`src/rtl/instr_fetch_unit.sv`:
```
// Fetches one little-endian 16-bit instruction from byte-wide memory into a
// single-entry buffer with a valid/ready handshake, flush and wait timeout.
module instr_fetch_unit #(
   parameter int TIMEOUT = 15
) (
   input  logic        clk_in,
   input  logic        reset_in,
   input  logic [15:0] pc_in,
   input  logic        fetch_req_in,
   input  logic        flush_in,
   output logic [15:0] mem_addr_out,
   output logic        mem_rd_req_out,
   input  logic        mem_ack_in,
   input  logic [7:0]  mem_rdata_in,
   output logic [15:0] instr_out,
   output logic [15:0] instr_pc_out,
   output logic        instr_valid_out,
   input  logic        instr_ready_in,
   output logic        busy_out,
   output logic        fetch_err_out
);

   localparam int CW = (TIMEOUT > 0) ? $clog2(TIMEOUT + 1) : 1;

   typedef enum logic [1:0] {IDLE, FETCH_LO, FETCH_HI, VALID} state_t;

   state_t          state;
   logic [14:0]     addr_q;
   logic [15:0]     instr_q;
   logic [15:0]     mem_addr_q;
   logic [CW-1:0]   cnt;
   logic            err_q;
   logic            in_fetch;
   logic            timed_out;
   logic            pc_unused;

   assign pc_unused = pc_in[0];

   assign in_fetch  = (state == FETCH_LO) || (state == FETCH_HI);
   // An ack in the limit cycle wins over the abort.
   assign timed_out = (TIMEOUT != 0) && (cnt == CW'(TIMEOUT)) && !mem_ack_in;

   assign mem_rd_req_out  = in_fetch;
   assign mem_addr_out    = mem_addr_q;
   assign instr_out       = instr_q;
   assign instr_pc_out    = {addr_q, 1'b0};
   assign instr_valid_out = (state == VALID);
   assign busy_out        = (state != IDLE);
   assign fetch_err_out   = err_q;

   always_ff @(posedge clk_in or posedge reset_in) begin
      if (reset_in) begin
         state      <= IDLE;
         addr_q     <= '0;
         instr_q    <= '0;
         mem_addr_q <= '0;
         cnt        <= '0;
         err_q      <= 1'b0;
      end else begin
         err_q <= 1'b0;
         if (flush_in) begin
            state <= IDLE;
         end else begin
            case (state)
               IDLE: begin
                  if (fetch_req_in) begin
                     addr_q     <= pc_in[15:1];
                     mem_addr_q <= {pc_in[15:1], 1'b0};
                     cnt        <= '0;
                     state      <= FETCH_LO;
                  end
               end
               FETCH_LO: begin
                  if (mem_ack_in) begin
                     instr_q[7:0] <= mem_rdata_in;
                     mem_addr_q   <= {addr_q, 1'b1};
                     cnt          <= '0;
                     state        <= FETCH_HI;
                  end else if (timed_out) begin
                     err_q <= 1'b1;
                     state <= IDLE;
                  end else begin
                     cnt <= cnt + CW'(1);
                  end
               end
               FETCH_HI: begin
                  if (mem_ack_in) begin
                     instr_q[15:8] <= mem_rdata_in;
                     state         <= VALID;
                  end else if (timed_out) begin
                     err_q <= 1'b1;
                     state <= IDLE;
                  end else begin
                     cnt <= cnt + CW'(1);
                  end
               end
               VALID: begin
                  // Back-to-back fetch skips IDLE to sustain one instruction per 3 cycles.
                  if (instr_ready_in) begin
                     if (fetch_req_in) begin
                        addr_q     <= pc_in[15:1];
                        mem_addr_q <= {pc_in[15:1], 1'b0};
                        cnt        <= '0;
                        state      <= FETCH_LO;
                     end else begin
                        state <= IDLE;
                     end
                  end
               end
               default: state <= IDLE;
            endcase
         end
      end
   end

endmodule

```
`config.mk`:
```
export PLATFORM = sky130hd
export DESIGN_NAME = instr_fetch_unit
export DESIGN_NICKNAME = d
export VERILOG_FILES = /design/src/rtl/instr_fetch_unit.sv
export SDC_FILE = /design/constraint.sdc
export NUM_CORES = 1
export LEC_CHECK = 0
export CAP_MARGIN = 20
export CORE_UTILIZATION = 31
export CTS_CLUSTER_DIAMETER = 80
export CTS_CLUSTER_SIZE = 24
export DETAILED_ROUTE_END_ITERATION = 10
export PLACE_DENSITY = 0.63
export SETUP_SLACK_MARGIN = 0.5
export SYNTH_ARGS = -nofsm -noshare
export SYNTH_HDL_FRONTEND = slang
export SYNTH_SLANG_ARGS = --single-unit
```
`constraint.sdc`:
```
create_clock -name clk_in -period 1.9 [get_ports clk_in]
set_input_delay 0.38 -clock clk_in [delete_from_list [all_inputs] [get_ports clk_in]]
set_output_delay 0.38 -clock clk_in [all_outputs]
set_load 0.01 [all_outputs]
```
# Word level (Yosys, flattened, before mapping)
# Index checks and enable logic that the tools add are counted.
word_totals:
  mem_bits_rw: 0
  elab_cells: 57
  input_bits: 30
  mem_count: 0
  reg_bits: 54
  romBits: 0
  latchBits: 0
op_classes:
  bitwise_logic: 1
  n_addsub: 1
  div_mod_pow: 0
  shifts: 0
  n_eq_ne: 9
  mul: 0
  n_lt_le_gt_ge: 0
  mux: 25
  reduce_logical: 14
op_table:
  columns: ["op", "count"]
  rows:
  - ["two-way mux 16 bit", 3]
  - ["case mux 16 bit (3 select lines)", 1]
  - ["two-way mux 15 bit", 2]
  - ["case mux 15 bit (2 select lines)", 1]
  - ["two-way mux 4 bit", 5]
  - ["case mux 4 bit (4 select lines)", 1]
  - ["two-way mux 2 bit", 6]
  - ["AND reduction 3 bit", 4]
  - ["case mux 2 bit (4 select lines)", 1]
  - ["two-way mux 1 bit", 5]
  - ["adder 4 x 1 -> 4 bit, second input constant", 1]
  - ["equality test 2 bit, second input constant", 2]
  - ["equality test 4 bit, second input constant", 1]
  - ["!= test 2 bit, second input constant", 2]
  - ["AND reduction 4 bit", 1]
  - ["nonzero test 2 bit", 2]
  - ["!= test 3 x 2 -> 1 bit, second input constant", 1]
  - ["!= test 3 bit, second input constant", 1]
  - ["nonzero test 3 bit", 1]
  - ["equality test 2 x 1 -> 1 bit, second input constant", 1]
  - ["logical NOT 2 bit", 1]
  - ["!= test 2 x 1 -> 1 bit, second input constant", 1]
  - ["AND reduction 2 bit", 1]
  - ["OR reduction 2 bit", 1]
  - ["other kinds (4)", 4]

# Longest topological paths before layout
# Gate-level depths: netlist (run 1).
depth:
  word_depth: 6
  mapped_depth: 8
  ltp_nobuf: 6

# Worst setup path after synthesis (run 1)
# No wires, ideal clock.
synth_timing:
  path_type: "flip-flop to flip-flop"
  from: "register state[0]"
  to: "register addr_q[10]"
  setup_slack_ns: -0.032
  n_path_buf: 1
  required_time_ns: 1.775
  stages_incl_launch_ff: 6
  arrival_ns: 1.807
  cell_sequence: "dfrtp_1 > inv_1 > ha_1 > nor4_4 > buf_4 > mux2_2"
synth_via:
  elab_chain_len: 3
synth_lines:
  columns: ["item", "line_no", "source"]
  rows:
  - ["from (decl)", "27", "state_t state;"]
  - ["from (signal assigned)", "53", "state <= IDLE;"]
  - ["from (signal assigned)", "62", "state <= IDLE;"]
  - ["from (signal assigned)", "70", "state <= FETCH_LO;"]
  - ["equality test 2 bit / logical NOT 2 bit (equally long branches)", "64", "case (state)"]
  - ["!= test 2 x 1 -> 1 bit (no line) / nonzero test 2 bit (equally long branches)", null, null]
  - ["AND reduction 3 bit (no line)", null, null]
  - ["to (signal assigned)", "67", "addr_q <= pc_in[15:1];"]
  - ["to (signal assigned)", "101", "addr_q <= pc_in[15:1];"]
  - ["to (decl)", "28", "logic [14:0] addr_q;"]
# Several ways; a longest one is shown, not always the timed one.
# A chain may end at the register's enable or synchronous reset.

# Final worst setup path (run 1)
layout_timing:
  from: "register state[0]"
  to: "register addr_q[9]"
# Same word-level chain as after synthesis.

==> metrics, run 1 <==
Worst Path Required=2.08 ns; maximum VDD drop=0.0004334 V; largest net degree at the start of global routing=between 50 and 60; Switching Share=a little over 30%; routed via count=a little under 2000; H-Tree Depth=2; Ports=82; diodes inserted=0; final hold violation count=0; Post-Syn Area per Cell=12.77 um^2; Synth cell types=29; most instantiated library cell after synthesis=dfrtp_1; Int Pwr=2.612 mW; CORE AREA=between 7000 and 8000 um^2; CP Class=reg -> reg; Leak Pwr=1.861 nW; Root Buffer=clkbuf_8; Worst path most repeated cell=buf_6; HPWL after DPL=3845 um; cell area after layout=4214 um^2; Post-Place Cells=380; Max Cap Viol=0; TritonCTS buffer count=5; Reg power frac=~43%; worst r2r src=state[0]; Peak Freq=553.4 MHz; Die X=90.92 um; CTS tree=built; Hold Path Class=in -> async; Clock Power Share=between 10% and 20%; R2R Path End=addr_q[9]; top cell type's share of synthesized area=between 50% and 60%; P_sw=1.178 mW; slowest stage delay, CP=0.41 ns; slowest CP cell=dfrtp_1; DP Area=3490 um^2; cts hold-fix bufs=0; Most used DFF post-synth=dfrtp_1; vias in the first global route=1965; Setup TNS=0 ns; routed len/inst=~15 um; Multi-input gate area=1326 um^2; Async SR Flop Fraction=100.0%; critical path, cell by cell=buf_6, inv_6, ha_4, nor4_4, buf_4, buf_6, mux2_4; Final Cycle Share=95.10%; sequential element share of the synthesized area=between 50% and 60%; CP Max Fanout=5; Setup WS pre-CTS=-0.1070 ns; CP delay by family, top=buffers and inverters; Comb power frac=41.0%; Setup Viol. Count Final=0; Mapped Cells=between 150 and 200; Post-route DRC=0; post-layout min period=1.807 ns; Initial Utilization=31.88%; CTS Buffer Depth=2; final core utilization=between 50% and 60%; GRT Residual Overflow=0; fin cells=425; FILL cells=679; post-route ant nets=0; Post-synth EDFFs=0; most frequent cells after synthesis=dfrtp_1, mux2_2, a21oi_1; vias per cell=4.619; Syn Std Cell Area=2451 um^2; placement row count=32; Nets=359; CTS clock-pin slew for the worst setup and hold paths=0.10 ns; antenna violations before repair=0; clock tree sinks=54; Final WS setup=around 0.093 ns; number of I/O port buffers=79; Die Ht=90.92 um; Routed WL=6493 um; worst clock skew=0.007654 ns; RD Place Congestion=0.7306; wire length of the first global-routing pass=9977 um; Layout area overhead=71.92%; worst path bufs/invs=4; First DRT Iteration DRCs=63; Synth Net Count=around 230; detailed-router iteration count before antenna repair=4; status=complete, no violations; Synth Register Bits=54; RSZ-0062 raised after global routing=true; Cell Pwr Density=899.5 nW/um^2; all-layer global routing usage=between 10% and 20%; clock latency on the worst-skew pair=0.30 ns; area leader, netlist=dfrtp_1; area of the die=8266 um^2; Crit path arrival time=1.99 ns; Crit. End Element=register; max-slew violations=0; R2R cell count=7; layout cells sized above 1=47.37%; Startpoint Class=register; ranking of synthesized cells by area=dfrtp_1, mux2_2, mux2i_1; FF+latch area=1353 um^2; Yosys warning count=0; flop2flop setup slack=0.09 ns
[area by class of cell]
cell class,count,share of cell area (%)
Clock buffer,7,1.811
Inverter,6,0.7423
Multi-Input combinational cell,123,31.47
Sequential cell,54,32.10
Tap cell,102,3.028
Timing Repair Buffer,133,30.85
[routing by layer]
layer / global-route usage (%) / part of all wire [%] / up-vias / wire (um)
met2: 25.25 / 51 / 40 / 3286
met1: 19.86 / 45 / 980 / 2909
met4: 4.233 / 0.82 / 0 / 53
met3: 3.872 / 3.7 / 4 / 243
li1: - / - / 939 / -
met5: 0 / 0 / - / 0
[worst max path at each step]
stage,start,cells past startpoint,end
2_1_floorplan,state[0],5,addr_q[10]
3_3_place_gp,flush_in,5,cnt[0]
3_5_place_dp,flush_in,6,mem_addr_out[15]
4_1_cts,state[0],7,addr_q[6]
5_1_grt,state[0],7,mem_addr_out[0]
6_report,state[0],7,addr_q[9]
[cell usage in the layout, fill, tap and decap left out, drive strengths merged, types with 9 or more instances in the layout]
cell           instances
buf                   55
dlygate4sd2           36
a21oi                 23
clkdlybuf4s50         26
clkdlybuf4s15         14
mux2i                 16
mux2                  33
nor2                  17
dfrtp                 54
clkbuf                 9
[kinds of logic (layout without fill, tap and decap cells)]
logic type	Yosys count	in the layout	synth area share, %
buffers and inverters	15	146	3.063
AOI/OAI and AO/OA	32	32	8.219
muxes	49	49	21.69
other	1	1	0.1530
adders and majority gates	6	6	3.063
DFF	54	54	55.13
and+or+nand+nor	35	35	8.678
[what timing repair did]
| action | 4_1_cts | 5_1_grt |
|---|---|---|
| pin swaps | 4 | 10 |
| setup buffers | 12 | 22 |
| cloned | 2 | 2 |
| setup endpoints to repair | 104 | 76 |
| gates resized for setup | 96 | 85 |
[sequential cells by signal, indices dropped and copies added (netlist names)]
name and flops:
addr_q 15, cnt 4, fetch_err_out 1, instr_out 16, mem_addr_out 16, state 2
[power by group through the flow]
stage / clock [mW] / combinational, mW / sequential, mW
CTS: 0.635 / 1.25 / 1.61
finish: 0.608 / 1.55 / 1.63
detailed placement: 0 / 1.35 / 1.64
global route: 0.683 / 1.66 / 1.67
global placement: 0 / 1.33 / 1.63
floorplan: 0 / 0.445 / 1.75
[through the flow]
stage / hold slack, ns / power, mW
floorplan: 0.4431 / 2.197
global placement: 0.4892 / 2.957
detailed placement: 0.4941 / 2.984
CTS: 0.5044 / 3.490
global route: 0.5185 / 4.008
finish: 0.4914 / 3.791
[tightest hold or removal path, cell delays in order]
cell and delay, ns:
clkdlybuf4s50_1 0.44, clkinvlp_4 0.10, buf_12 0.27
No activity file was read; power rests on OpenSTA's default activity.
==> inputs of run 2 (changes only) <==
CTS_CLUSTER_SIZE = default   (was 24)
PLACE_DENSITY = 0.61   (was 0.63)
clock period = 2.3 ns   (was 1.9 ns; I/O delays follow)
==> run 2 against run 1 <==
  * Clock power grew 3%
  * Non-clock buffer count is 34 lower
  * Design area decreased by 12%
  * Power fell by 18%
  * Worst hold slack worse by 0.014 ns
  * Count of clock-buffer cells in the layout is the same
  * Critical endpoint is now addr_q[2]
  * Largest cell class unchanged
==> metrics, run 2 (synthesis gave the netlist of run 1 again) <==
status=complete, no violations; Setup TNS=0 ns (unchanged); maximum VDD drop=0.0004597 V (+6.1%); clock tree sinks=54 (unchanged); Hold Path Class=in -> async; Crit. End Element=register; Cell Pwr Density=837.3 nW/um^2 (-6.9%); Ports=82 (unchanged); Setup Viol. Count Final=0 (unchanged); Max Cap Viol=0 (unchanged); number of I/O port buffers=79 (unchanged); worst clock skew=0.006656 ns (-0.0009985 ns); routed len/inst=14.80 um (-3.2%); layout cells sized above 1=27.93% (-19 points); CP Max Fanout=8 (+3); First DRT Iteration DRCs=82 (+30%); Peak Freq=567.5 MHz (+2.5%); final hold violation count=0 (unchanged); Die X=90.92 um (unchanged); GRT Residual Overflow=0 (unchanged); max-slew violations=0 (unchanged); Power Total=3.101 mW (-18%); CORE AREA=7687 um^2 (unchanged); Worst Path Required=2.49 ns (+0.41 ns); all-layer global routing usage=14.74% (-0.55 points); final core utilization=48.18% (-6.6 points); RSZ-0062 raised after global routing=true; most common cell after layout, fill and taps aside=clkdlybuf4s50_1; CTS tree=built; wire length of the first global-routing pass=9584 um (-3.9%); CTS Buffer Depth=2 (unchanged); Layout area overhead=51.10%; detailed-router iteration count before antenna repair=4 (unchanged); placement row count=32 (unchanged); RD Place Congestion=0.7964 (+9.0%); hold slack final=0.4777 ns (-0.01362 ns); Final Cycle Share=76.61% (-18 points); Die Ht=90.92 um (unchanged); Root Buffer=clkbuf_8; largest net degree at the start of global routing=36 (-35%); FILL cells=705 (+3.8%); H-Tree Depth=2 (unchanged); post-layout min period=1.762 ns (-0.04481 ns); CP Class=reg -> reg; HPWL after DPL=3938 um (+2.4%); post-route ant nets=0 (unchanged); Crit path arrival time=1.95 ns (-0.04 ns); Post-route DRC=0 (unchanged); Nets=325 (-9.5%); Leak Pwr=1.570 nW (-16%); routed via count=1797 (-8.5%); clock latency on the worst-skew pair=0.30 ns (about the same); cts hold-fix bufs=0 (unchanged); vias per cell=4.584 (-0.75%); Initial Utilization=31.88% (unchanged); Startpoint Class=register; TritonCTS buffer count=5 (unchanged); most frequent cells in the layout=clkdlybuf4s50_1, dfrtp_1, mux2_2; CTS clock-pin slew for the worst setup and hold paths=0.10 ns (about the same); Routed WL=5800 um (-11%); antenna violations before repair=0 (unchanged); vias in the first global route=1861 (-5.3%); diodes inserted=0 (unchanged); area of the die=8266 um^2 (unchanged)
[run 2: area by class of cell]
type	instances	area (um^2)	area share (%)
multi-input combinational	123	1120	30.24
inverter	6	22.52	0.6081
clock buffer	7	76.32	2.061
sequential	54	1351	36.49
timing repair buffer	99	975.9	26.35
tap	102	127.6	3.446
clock inverter	1	30.03	0.8108
[run 2: per-stage QoR]
stage,setup slack (ns),cells,cell area (um^2)
finish,0.5379,392,3704
global route,0.4586,392,3704
CTS,0.4851,390,3645
detailed placement,0.1198,375,3425
global placement,0.1677,375,3425
floorplan,0.5003,192,2467
[run 2: final timing paths]
kind / slack, ns / end / cells after the start / startpoint
setup / recovery: 0.54 / addr_q[2] / 6 / state[0]
hold / removal: 0.48 / instr_out[8] / 2 / reset_in
setup reg to reg: 0.54 / addr_q[2] / 6 / state[0]
hold reg to reg: 0.51 / instr_out[0] / 1 / instr_out[0]
max in group asynchronous: 1.28 / mem_addr_out[0] / 3 / reset_in
min in group clk_in: 0.51 / instr_out[0] / 1 / instr_out[0]
[run 2: layer usage]
| metal | wire length [um] | track usage (%) | part of all wire (%) |
|---|---|---|---|
| met3 | 277 | 3.788 | 4.8 |
| met4 | 54 | 3.175 | 0.93 |
| met2 | 2665 | 22.16 | 46 |
| met5 | 0 | 0 | 0 |
| met1 | 2803 | 21.35 | 48 |
[run 2: where the power goes]
part           total [mW]  internal (mW)  switching (mW)
Combinational        1.15          0.715           0.434
Sequential           1.33           1.19           0.139
Clock               0.626          0.326           0.299
[run 2: repair_timing]
| item | in CTS | in global routing |
|---|---|---|
| buffers inserted | 6 | 2 |
| endpoints found under the setup margin | 44 | 44 |
| resized for setup | 22 | 15 |
| gates cloned | 1 | 0 |
| endpoints found under the hold margin | 0 | 0 |
| pin swaps | 3 | 5 |
[run 2: worst max-delay path, stage by stage (launching register included)]
cell and delay (ns):
dfrtp_1 0.42, buf_6 0.15, ha_4 0.15, nor2b_4 0.15, nor4_4 0.23, buf_6 0.21, mux2_2 0.34
==> inputs of run 3 (changes only) <==
clock period = 1.7 ns   (was 2.3 ns; I/O delays follow)
==> run 3 against run 2 <==
  * The run now ends with negative setup slack left
  * Maximum frequency is 1.1% lower
  * Die area is the same
  * Power up 44%
  * Critical path type unchanged
  * Largest power group is now combinational logic
==> metrics, run 3 (synthesis gave the netlist of run 1 again) <==
status=complete, but fails checks; failing checks=negative setup slack; clock latency on the worst-skew pair=0.31 ns (about the same); TritonCTS buffer count=5 (unchanged); final hold violation count=0 (unchanged); CTS Buffer Depth=2 (unchanged); DP Area=3545 um^2 (+3.5%); Leak Pwr=1.916 nW (+22%); Max Cap Viol=0 (unchanged); vias in the first global route=1961 (+5.4%); flop2flop setup slack=-0.08 ns (-0.62 ns); Routed WL=6964 um (+20%); routed via count=2016 (+12%); largest net degree at the start of global routing=28 (-22%); Final Cycle Share=104.8% (+28 points); worst r2r src=state[0]; clock tree sinks=54 (unchanged); hold slack final=0.3391 ns (-0.1387 ns); Hold Path Class=in -> async; CP Max Fanout=7 (-1); Setup Viol. Count Final=21 (+21); CP Class=reg -> reg; Worst Path Required=1.90 ns (-0.59 ns); post-route ant nets=0 (unchanged); R2R Path End=addr_q[7]; H-Tree Depth=2 (unchanged); Power Total=4.480 mW (+44%); Crit path arrival time=1.98 ns (+0.03 ns); Max Used Layer=met4; Cell Pwr Density=1083 nW/um^2 (+29%); Root Buffer=clkbuf_8; Clock Power Share=19.2% (-1.0 points); antenna violations before repair=0 (unchanged); First DRT Iteration DRCs=70 (-15%); number of I/O port buffers=79 (unchanged); Initial Utilization=31.88% (unchanged); Ports=82 (unchanged); R2R cell count=7 (+1); wire length of the first global-routing pass=10270 um (+7.2%); post-layout min period=1.782 ns (+0.01959 ns); fin cells=436 (+11%); Int Pwr=3.123 mW (+40%); Comb power frac=40.8% (+3.8 points); Die X=90.92 um (unchanged); RD Place Congestion=0.7862 (-1.3%); area of the die=8266 um^2 (unchanged); Final WS setup=-0.08165 ns (-0.6196 ns); Post-Place Cells=384 (+2.4%); Reg power frac=40.0% (-2.8 points); maximum VDD drop=0.0006182 V (+34%); routed len/inst=15.97 um (+8.0%); diodes inserted=0 (unchanged); Startpoint Class=register; Nets=369 (+14%); met2 WL post-DR=3394 um (+27%); critical path, cell by cell=buf_6, inv_8, ha_4, nor4_4, buf_4, clkbuf_16, mux2_4; most common cell after layout, fill and taps aside=dfrtp_1; most frequent cells in the layout=dfrtp_1, buf_4, buf_2; final core utilization=53.82% (+5.6 points); WL met3=256 um (-7.6%); layout cells sized above 1=60.78% (+33 points); slowest stage delay, CP=0.41 ns (about the same); Peak Freq=561.3 MHz (-1.1%); Setup WS pre-CTS=-0.2242 ns (-0.3440 ns); Layout area overhead=68.81%; worst path bufs/invs=4 (+2); cell area after layout=4138 um^2 (+12%); CORE AREA=7687 um^2 (unchanged); P_sw=1.357 mW (+56%); RSZ-0062 raised after global routing=true; placement row count=32 (unchanged); Die Ht=90.92 um (unchanged); vias per cell=4.624 (+0.87%); GRT Residual Overflow=0 (unchanged); Crit. End Element=register; M1 WL=3211 um (+15%); Setup TNS=-1.146 ns (-1.146 ns); all-layer global routing usage=15.92% (+1.2 points); max-slew violations=0 (unchanged); Switching Share=30.30% (+2.2 points); CP delay by family, top=buffers and inverters; HPWL after DPL=4099 um (+4.1%); CTS clock-pin slew for the worst setup and hold paths=0.10 ns (about the same); slowest CP cell=dfrtp_1; Post-route DRC=0 (unchanged); worst clock skew=0.004384 ns (-0.002272 ns); detailed-router iteration count before antenna repair=4 (unchanged); CTS tree=built
[run 3: cell count changes in the layout (fill, tap and decap cells not counted), moves of 6 or more]
cell | previous run | this run
a21oi_1 | 21 | 9
buf_2 | 0 | 42
nor2_1 | 17 | 9
clkdlybuf4s50_1 | 73 | 27
mux2_4 | 8 | 27
buf_6 | 5 | 18
mux2_2 | 25 | 6
nor2_2 | 0 | 6
buf_4 | 13 | 48
a21oi_2 | 2 | 13
[run 3: cell type report]
type / count / area, um^2
Clock inverter: 3 / 40.04
Inverter: 6 / 36.28
Multi-Input combinational cell: 123 / 1316
Tap cell: 102 / 127.6
Fill cell: 679 / 3550
Sequential cell: 54 / 1353
Clock buffer: 5 / 68.82
Timing Repair Buffer: 143 / 1196
[run 3: per-layer routing]
layer / vias up / global-route usage, %
li1: 951 / -
met1: 1012 / 21.68
met2: 44 / 25.38
met3: 9 / 3.114
met4: 0 / 5.291
met5: - / 0
[run 3: worst max-delay path by stage]
| stage | to | start | cells after the start |
|---|---|---|---|
| finish | addr_q[7] | state[0] | 7 |
| global route | addr_q[7] | state[0] | 7 |
| CTS | addr_q[11] | state[0] | 6 |
| detailed placement | addr_q[11] | fetch_req_in | 5 |
| global placement | cnt[0] | flush_in | 5 |
| floorplan | addr_q[10] | state[0] | 5 |
[run 3: power by group through the flow]
stage	clock network [mW]	logic, mW	registers, mW
5_1_grt	0.934	1.96	1.83
4_1_cts	0.885	1.46	1.77
3_5_place_dp	0	1.54	1.83
6_report	0.860	1.83	1.79
2_1_floorplan	0	0.497	1.96
3_3_place_gp	0	1.52	1.81
[run 3: repair_timing]
action / in CTS / in global routing
setup buffers: 22 / 19
gates cloned: 2 / 1
pin swaps: 3 / 8
setup endpoints to repair: 105 / 100
hold buffers: 0 / 0
gates resized for setup: 228 / 75
